--- src/rtl/alarm_sched_if.sv ---
// Alarm sequencer bus: button/tick/time inputs, setpoint/display/status outputs.
// master = stimulus side, slave = alarm_sched_ctrl.
interface alarm_sched_if;
  logic       tick_1hz;
  logic       btn_mode;
  logic       btn_inc;
  logic [3:0] time_d0;
  logic [3:0] time_d1;
  logic [3:0] time_d2;
  logic [3:0] time_d3;
  logic [3:0] alm_d0;
  logic [3:0] alm_d1;
  logic [3:0] alm_d2;
  logic [3:0] alm_d3;
  logic [3:0] disp_d0;
  logic [3:0] disp_d1;
  logic [3:0] disp_d2;
  logic [3:0] disp_d3;
  logic [3:0] blank;
  logic       ring;
  logic       armed;
  logic [2:0] state;

  modport master (
    output tick_1hz, btn_mode, btn_inc,
    output time_d0, time_d1, time_d2, time_d3,
    input  alm_d0, alm_d1, alm_d2, alm_d3,
    input  disp_d0, disp_d1, disp_d2, disp_d3,
    input  blank, ring, armed, state
  );

  modport slave (
    input  tick_1hz, btn_mode, btn_inc,
    input  time_d0, time_d1, time_d2, time_d3,
    output alm_d0, alm_d1, alm_d2, alm_d3,
    output disp_d0, disp_d1, disp_d2, disp_d3,
    output blank, ring, armed, state
  );
endinterface

--- src/rtl/alarm_sched_ctrl.sv ---
// Alarm clock mode sequencer: setpoint entry, match, ring/snooze, display mux.
// Ports: clk, reset (sync, active-high), bus (alarm_sched_if.slave).
module alarm_sched_ctrl #(
  parameter int unsigned RING_SEC   = 30,
  parameter int unsigned SNOOZE_SEC = 9
) (
  input logic         clk,
  input logic         reset,
  alarm_sched_if.slave bus
);

  typedef enum logic [2:0] {
    IDLE    = 3'd0,
    SET_MIN = 3'd1,
    SET_SEC = 3'd2,
    ARMED   = 3'd3,
    RINGING = 3'd4,
    SNOOZE  = 3'd5
  } st_t;

  localparam logic [7:0] RING_L = 8'(RING_SEC);
  localparam logic [7:0] SNZ_L  = 8'(SNOOZE_SEC);

  st_t        st;
  logic [3:0] a0, a1, a2, a3;
  logic [3:0] q0, q1, q2, q3;
  logic [3:0] blank_q;
  logic       ring_q;
  logic       armed_q;
  logic       blink_ph;
  logic [7:0] ring_cnt;
  logic [7:0] snz_cnt;

  logic       match;
  logic [3:0] mu_n, mt_n, su_n, st_n;

  // BCD +1 on a 00..59 pair, wrapping 59 -> 00.
  always_comb begin
    match = (bus.time_d0 == a0) && (bus.time_d1 == a1) &&
            (bus.time_d2 == a2) && (bus.time_d3 == a3);
    mu_n = a2 + 4'd1;
    mt_n = a3;
    if (a2 == 4'd9) begin
      mu_n = 4'd0;
      mt_n = (a3 == 4'd5) ? 4'd0 : a3 + 4'd1;
    end
    su_n = a0 + 4'd1;
    st_n = a1;
    if (a0 == 4'd9) begin
      su_n = 4'd0;
      st_n = (a1 == 4'd5) ? 4'd0 : a1 + 4'd1;
    end
  end

  always_ff @(posedge clk) begin
    if (reset) begin
      st       <= IDLE;
      a0       <= '0;
      a1       <= '0;
      a2       <= '0;
      a3       <= '0;
      q0       <= '0;
      q1       <= '0;
      q2       <= '0;
      q3       <= '0;
      blank_q  <= '0;
      ring_q   <= 1'b0;
      armed_q  <= 1'b0;
      blink_ph <= 1'b0;
      ring_cnt <= '0;
      snz_cnt  <= '0;
    end else begin
      // Entering a set mode restarts blink; that clear overrides the toggle.
      if (bus.tick_1hz) blink_ph <= ~blink_ph;

      unique case (st)
        IDLE: begin
          if (bus.btn_mode) begin
            st       <= SET_MIN;
            blink_ph <= 1'b0;
          end
        end
        SET_MIN: begin
          if (bus.btn_mode) begin
            st       <= SET_SEC;
            blink_ph <= 1'b0;
          end else if (bus.btn_inc) begin
            a2 <= mu_n;
            a3 <= mt_n;
          end
        end
        SET_SEC: begin
          if (bus.btn_mode) st <= ARMED;
          else if (bus.btn_inc) begin
            a0 <= su_n;
            a1 <= st_n;
          end
        end
        ARMED: begin
          if (bus.btn_mode) st <= IDLE;
          else if (match) begin
            st       <= RINGING;
            ring_cnt <= '0;
          end
        end
        RINGING: begin
          if (bus.btn_mode) st <= IDLE;
          else if (bus.btn_inc) begin
            st      <= SNOOZE;
            snz_cnt <= SNZ_L;
          end else if (bus.tick_1hz) begin
            ring_cnt <= ring_cnt + 8'd1;
            if (ring_cnt + 8'd1 >= RING_L) st <= IDLE;
          end
        end
        SNOOZE: begin
          if (bus.btn_mode) st <= IDLE;
          else if (bus.tick_1hz) begin
            snz_cnt <= snz_cnt - 8'd1;
            if (snz_cnt <= 8'd1) begin
              st       <= RINGING;
              ring_cnt <= '0;
            end
          end
        end
        default: st <= IDLE;
      endcase

      // Outputs follow the current state one clk later.
      if (st == SET_MIN || st == SET_SEC) begin
        q0 <= a0;
        q1 <= a1;
        q2 <= a2;
        q3 <= a3;
      end else begin
        q0 <= bus.time_d0;
        q1 <= bus.time_d1;
        q2 <= bus.time_d2;
        q3 <= bus.time_d3;
      end
      if (st == SET_MIN && blink_ph)      blank_q <= 4'b1100;
      else if (st == SET_SEC && blink_ph) blank_q <= 4'b0011;
      else                                blank_q <= 4'b0000;
      ring_q  <= (st == RINGING);
      armed_q <= (st == ARMED) || (st == RINGING) || (st == SNOOZE);
    end
  end

  assign bus.alm_d0  = a0;
  assign bus.alm_d1  = a1;
  assign bus.alm_d2  = a2;
  assign bus.alm_d3  = a3;
  assign bus.disp_d0 = q0;
  assign bus.disp_d1 = q1;
  assign bus.disp_d2 = q2;
  assign bus.disp_d3 = q3;
  assign bus.blank   = blank_q;
  assign bus.ring    = ring_q;
  assign bus.armed   = armed_q;
  assign bus.state   = st;

endmodule

--- src/flat_wrapper.sv ---
// flat-port wrapper written by rule: the top's interface ports become plain ports
module alarm_sched_ctrl_flat 
#(
  parameter int unsigned RING_SEC   = 30,
  parameter int unsigned SNOOZE_SEC = 9
)
  (clk, reset, bus_tick_1hz, bus_btn_mode, bus_btn_inc, bus_time_d0, bus_time_d1, bus_time_d2, bus_time_d3, bus_alm_d0, bus_alm_d1, bus_alm_d2, bus_alm_d3, bus_disp_d0, bus_disp_d1, bus_disp_d2, bus_disp_d3, bus_blank, bus_ring, bus_armed, bus_state);
  alarm_sched_if bus_i ();
  input logic clk;
  input logic reset;
  input wire logic [$bits(bus_i.tick_1hz)-1:0] bus_tick_1hz;
  input wire logic [$bits(bus_i.btn_mode)-1:0] bus_btn_mode;
  input wire logic [$bits(bus_i.btn_inc)-1:0] bus_btn_inc;
  input wire logic [$bits(bus_i.time_d0)-1:0] bus_time_d0;
  input wire logic [$bits(bus_i.time_d1)-1:0] bus_time_d1;
  input wire logic [$bits(bus_i.time_d2)-1:0] bus_time_d2;
  input wire logic [$bits(bus_i.time_d3)-1:0] bus_time_d3;
  output wire logic [$bits(bus_i.alm_d0)-1:0] bus_alm_d0;
  output wire logic [$bits(bus_i.alm_d1)-1:0] bus_alm_d1;
  output wire logic [$bits(bus_i.alm_d2)-1:0] bus_alm_d2;
  output wire logic [$bits(bus_i.alm_d3)-1:0] bus_alm_d3;
  output wire logic [$bits(bus_i.disp_d0)-1:0] bus_disp_d0;
  output wire logic [$bits(bus_i.disp_d1)-1:0] bus_disp_d1;
  output wire logic [$bits(bus_i.disp_d2)-1:0] bus_disp_d2;
  output wire logic [$bits(bus_i.disp_d3)-1:0] bus_disp_d3;
  output wire logic [$bits(bus_i.blank)-1:0] bus_blank;
  output wire logic [$bits(bus_i.ring)-1:0] bus_ring;
  output wire logic [$bits(bus_i.armed)-1:0] bus_armed;
  output wire logic [$bits(bus_i.state)-1:0] bus_state;
  assign bus_i.tick_1hz = bus_tick_1hz;
  assign bus_i.btn_mode = bus_btn_mode;
  assign bus_i.btn_inc = bus_btn_inc;
  assign bus_i.time_d0 = bus_time_d0;
  assign bus_i.time_d1 = bus_time_d1;
  assign bus_i.time_d2 = bus_time_d2;
  assign bus_i.time_d3 = bus_time_d3;
  assign bus_alm_d0 = bus_i.alm_d0;
  assign bus_alm_d1 = bus_i.alm_d1;
  assign bus_alm_d2 = bus_i.alm_d2;
  assign bus_alm_d3 = bus_i.alm_d3;
  assign bus_disp_d0 = bus_i.disp_d0;
  assign bus_disp_d1 = bus_i.disp_d1;
  assign bus_disp_d2 = bus_i.disp_d2;
  assign bus_disp_d3 = bus_i.disp_d3;
  assign bus_blank = bus_i.blank;
  assign bus_ring = bus_i.ring;
  assign bus_armed = bus_i.armed;
  assign bus_state = bus_i.state;
  alarm_sched_ctrl #(.RING_SEC(RING_SEC), .SNOOZE_SEC(SNOOZE_SEC)) u_core (.clk(clk), .reset(reset), .bus(bus_i));
endmodule
--- config.mk ---
export PLATFORM = sky130hd
export DESIGN_NAME = alarm_sched_ctrl_flat
export DESIGN_NICKNAME = d
export VERILOG_FILES = /design/src/rtl/alarm_sched_if.sv /design/src/rtl/alarm_sched_ctrl.sv /design/src/flat_wrapper.sv
export SDC_FILE = /design/constraint.sdc
export NUM_CORES = 1
export LEC_CHECK = 0
export BUFFER_PORTS_ARGS = -buffer_cell sky130_fd_sc_hd__buf_2
export CAP_MARGIN = 0
export CELL_PAD_IN_SITES_DETAIL_PLACEMENT = 1
export CELL_PAD_IN_SITES_GLOBAL_PLACEMENT = 1
export CORE_ASPECT_RATIO = 0.75
export CORE_MARGIN = 5
export CORE_UTILIZATION = 40
export DETAILED_ROUTE_END_ITERATION = 8
export PLACE_DENSITY = 0.87
export SKIP_CTS_REPAIR_TIMING = 1
export SYNTH_ARGS = -nofsm -noshare
export SYNTH_HDL_FRONTEND = slang
export SYNTH_SLANG_ARGS = --single-unit
--- constraint.sdc ---
create_clock -name clk -period 4.6 [get_ports clk]
set_clock_uncertainty 0.2 [all_clocks]
set_input_delay 0.23 -clock clk [delete_from_list [all_inputs] [get_ports clk]]
set_output_delay 0.23 -clock clk [all_outputs]
set_load 0.005 [all_outputs]
==> results.ini <==
[run_status]
outcome=complete, no violations

[cells_and_area]
area_growth_pct=21.3
finalInstanceArea_um2=3430
seqCellArea_um2=1120
layout_commonest_cell=buf_2
nets=427
num_antenna_cells=0
final_cell_mix=buf_2 (61), dfxtp_1 (56), nand2_1 (46)
fillers=844
final_util_pct=50.0
multi_input_area_um2=1580
drive_above_1_share_pct=19.9

[logic_synthesis]
synthFlopType=dfxtp_1
ys_seq_elements=56
yosys.area.top_type=dfxtp_1
yosysSeqAreaShare_pct=39.6
synth-edff-count=0
synth.top_cell.area_share_pct=39.6
mappedNetlistArea_um2=2830
avgSynthCellArea_um2=8.33
synthArstFlopShare_pct=0
synthesis.nets=365
ys_warn_count=0
synth_area_leaders=dfxtp_1 (40%), xnor2_1 (7.1%), nand2_1 (6.1%)
synthCells=340
yosysUniqueCellTypes=57

[power_and_ir_drop]
leakage_uw=0.00136
power_density_nw_per_um2=284
ir_drop_uv=159
power.total_uw=976

[flow_run]
maxCapViolations=0

[sta]
setup_violations=0
drv_slew=0
tns_ns=0
period_minus_slack_ns=2.69
worst_hold_slack_ns=0.0796
max_freq_ghz=0.372
rsz0062_at_grt=false
period_share_pct=58.5
worst_pin_slew_ns=1.32
hold_viol=0
slew_headroom_pct=11.9

[die]
die_h_um=82.9
die-area_um2=8880
io_pins=62
die_w_um=107
core_region_area_um2=6860
rows=26
start_util_pct=41.3

[detailed_routing]
dr.pass1.iters=4
vias=2660
drc=0
dr.first_iter.drc_count=151
via_per_inst=5.31
wl_per_cell_um=17.8
routed_wl_um=8910
ant_nets=0

[clock_network]
cts_tree=done
clkSlewWorstSetupHoldPaths_ns=0.10
numCtsBuffers=5
clock_path_buffers=2
htreeDepth=2
cts.sinks=56
cts_root_buf=clkbuf_8
clk_latency_ns=0.32

[worst_hold_path]
min_path_type=primary input to register

[global_route]
antenna_found_initial=0
grt_pass1_vias=2603
grt_pass1_wl_um=13400
grt_max_degree=56
grtUsageTotal_pct=18.1
overflow=0

[worst_setup_path]
cp_slowest_cell=dlygate4sd3_1
path_max_fanout=8
cp_top_family=compound AO/OA/AOI/OAI gates
worstSetupEndpointType=register
required_ns=4.55
crit_arrival_ns=2.64
path_cells=dlygate4sd3_1 > buf_2 > xnor2_1 > nand4_1 > nor4_1 > o211ai_1 > o21ai_0 > a21oi_1
start_kind=primary input
critPathKind=primary input to register
cpPeakStageDelay_ns=0.53
crit_buf_inv=2

[placement]
place_congestion=0.820
hpwlAfterDp_um=5710
place.port_buffers=61
place_area_um2=3150

==> area by class of cell <==
cell class | instances | area share [%]
sequential | 56 | 32.7
tap | 98 | 3.57
inverter | 7 | 0.765
clock buffer | 6 | 2.41
multi-input combinational | 255 | 45.9
timing repair buffer | 77 | 13.6
clock inverter | 2 | 1.13
==> synthesized netlist by cell type, types with 2 or more instances <==
cell / instances
dfxtp_1: 56
nand3b_1: 3
nor2b_1: 12
or3_1: 4
nor3_1: 5
nand2_1: 46
xnor2_1: 23
inv_1: 7
a211oi_1: 4
nor2_1: 31
nand3_1: 7
or4_1: 2
and4_1: 2
o21ai_0: 13
buf_4: 4
or2_2: 2
nor4_2: 2
nand4b_1: 2
ha_1: 4
a21oi_1: 34
mux2i_1: 4
xor2_1: 11
nand2b_1: 6
nor3b_1: 4
nand4_1: 7
clkbuf_1: 14
==> sequential cells by signal, summed over array words and instances (netlist names) <==
name and cells:
u_core.ring_cnt 8, u_core.snz_cnt 8, u_core.bus.alm_d0 4, u_core.bus.alm_d1 4, u_core.bus.alm_d2 4, u_core.bus.alm_d3 4
u_core.bus.disp_d0 4, u_core.bus.disp_d1 4, u_core.bus.disp_d2 4, u_core.bus.disp_d3 4, u_core.bus.state 3, u_core.bus.blank 2
u_core.blink_ph 1, u_core.bus.armed 1, u_core.bus.ring 1
==> kinds of logic after synthesis <==
group	synth area share [%]
AO/OA/AOI/OAI	14.0
XOR/XNOR	10.5
adder cells (fa/ha/maj)	1.77
buffers and inverters	4.73
flip-flops	39.6
multiplexers	1.41
AND/OR/NAND/NOR	28.0
==> routing by layer <==
layer | up-vias | part of all wire, % | track usage [%]
li1 | 1281 | - | -
met1 | 1296 | 45 | 25.5
met2 | 71 | 49 | 29.0
met3 | 12 | 4.1 | 3.57
met4 | 0 | 1.9 | 3.14
met5 | - | 0 | 0
==> final timing paths <==
kind                                          from                          endpoint  slack [ns]  depth (start not counted)
setup / recovery                    bus_time_d3[2]   u_core.ring_cnt[5]$_SDFFE_PP0P_        1.91                          8
hold / removal                        bus_btn_mode        u_core.blink_ph$_SDFF_PP0_        0.08                          2
setup reg to reg  u_core.bus.state[0]$_SDFFE_PP0P_  u_core.bus.disp_d3[1]$_SDFF_PP0_        1.95                          5
hold reg to reg         u_core.blink_ph$_SDFF_PP0_    u_core.bus.blank[2]$_SDFF_PP0_        0.31                          2
==> stage by stage <==
stage               instances  setup WS (ns)
detailed placement        477           2.11
global route              501           1.70
floorplan                 340           2.48
global placement          477           2.19
CTS                       485           2.05
finish                    501           1.91
==> power by group <==
group,internal (uW),switching (uW),total [uW]
Sequential,499,12.1,511
Combinational,49.4,67.7,117
Clock,178,169,348
Total,727,249,976
Power figures use the tool's default switching activity.
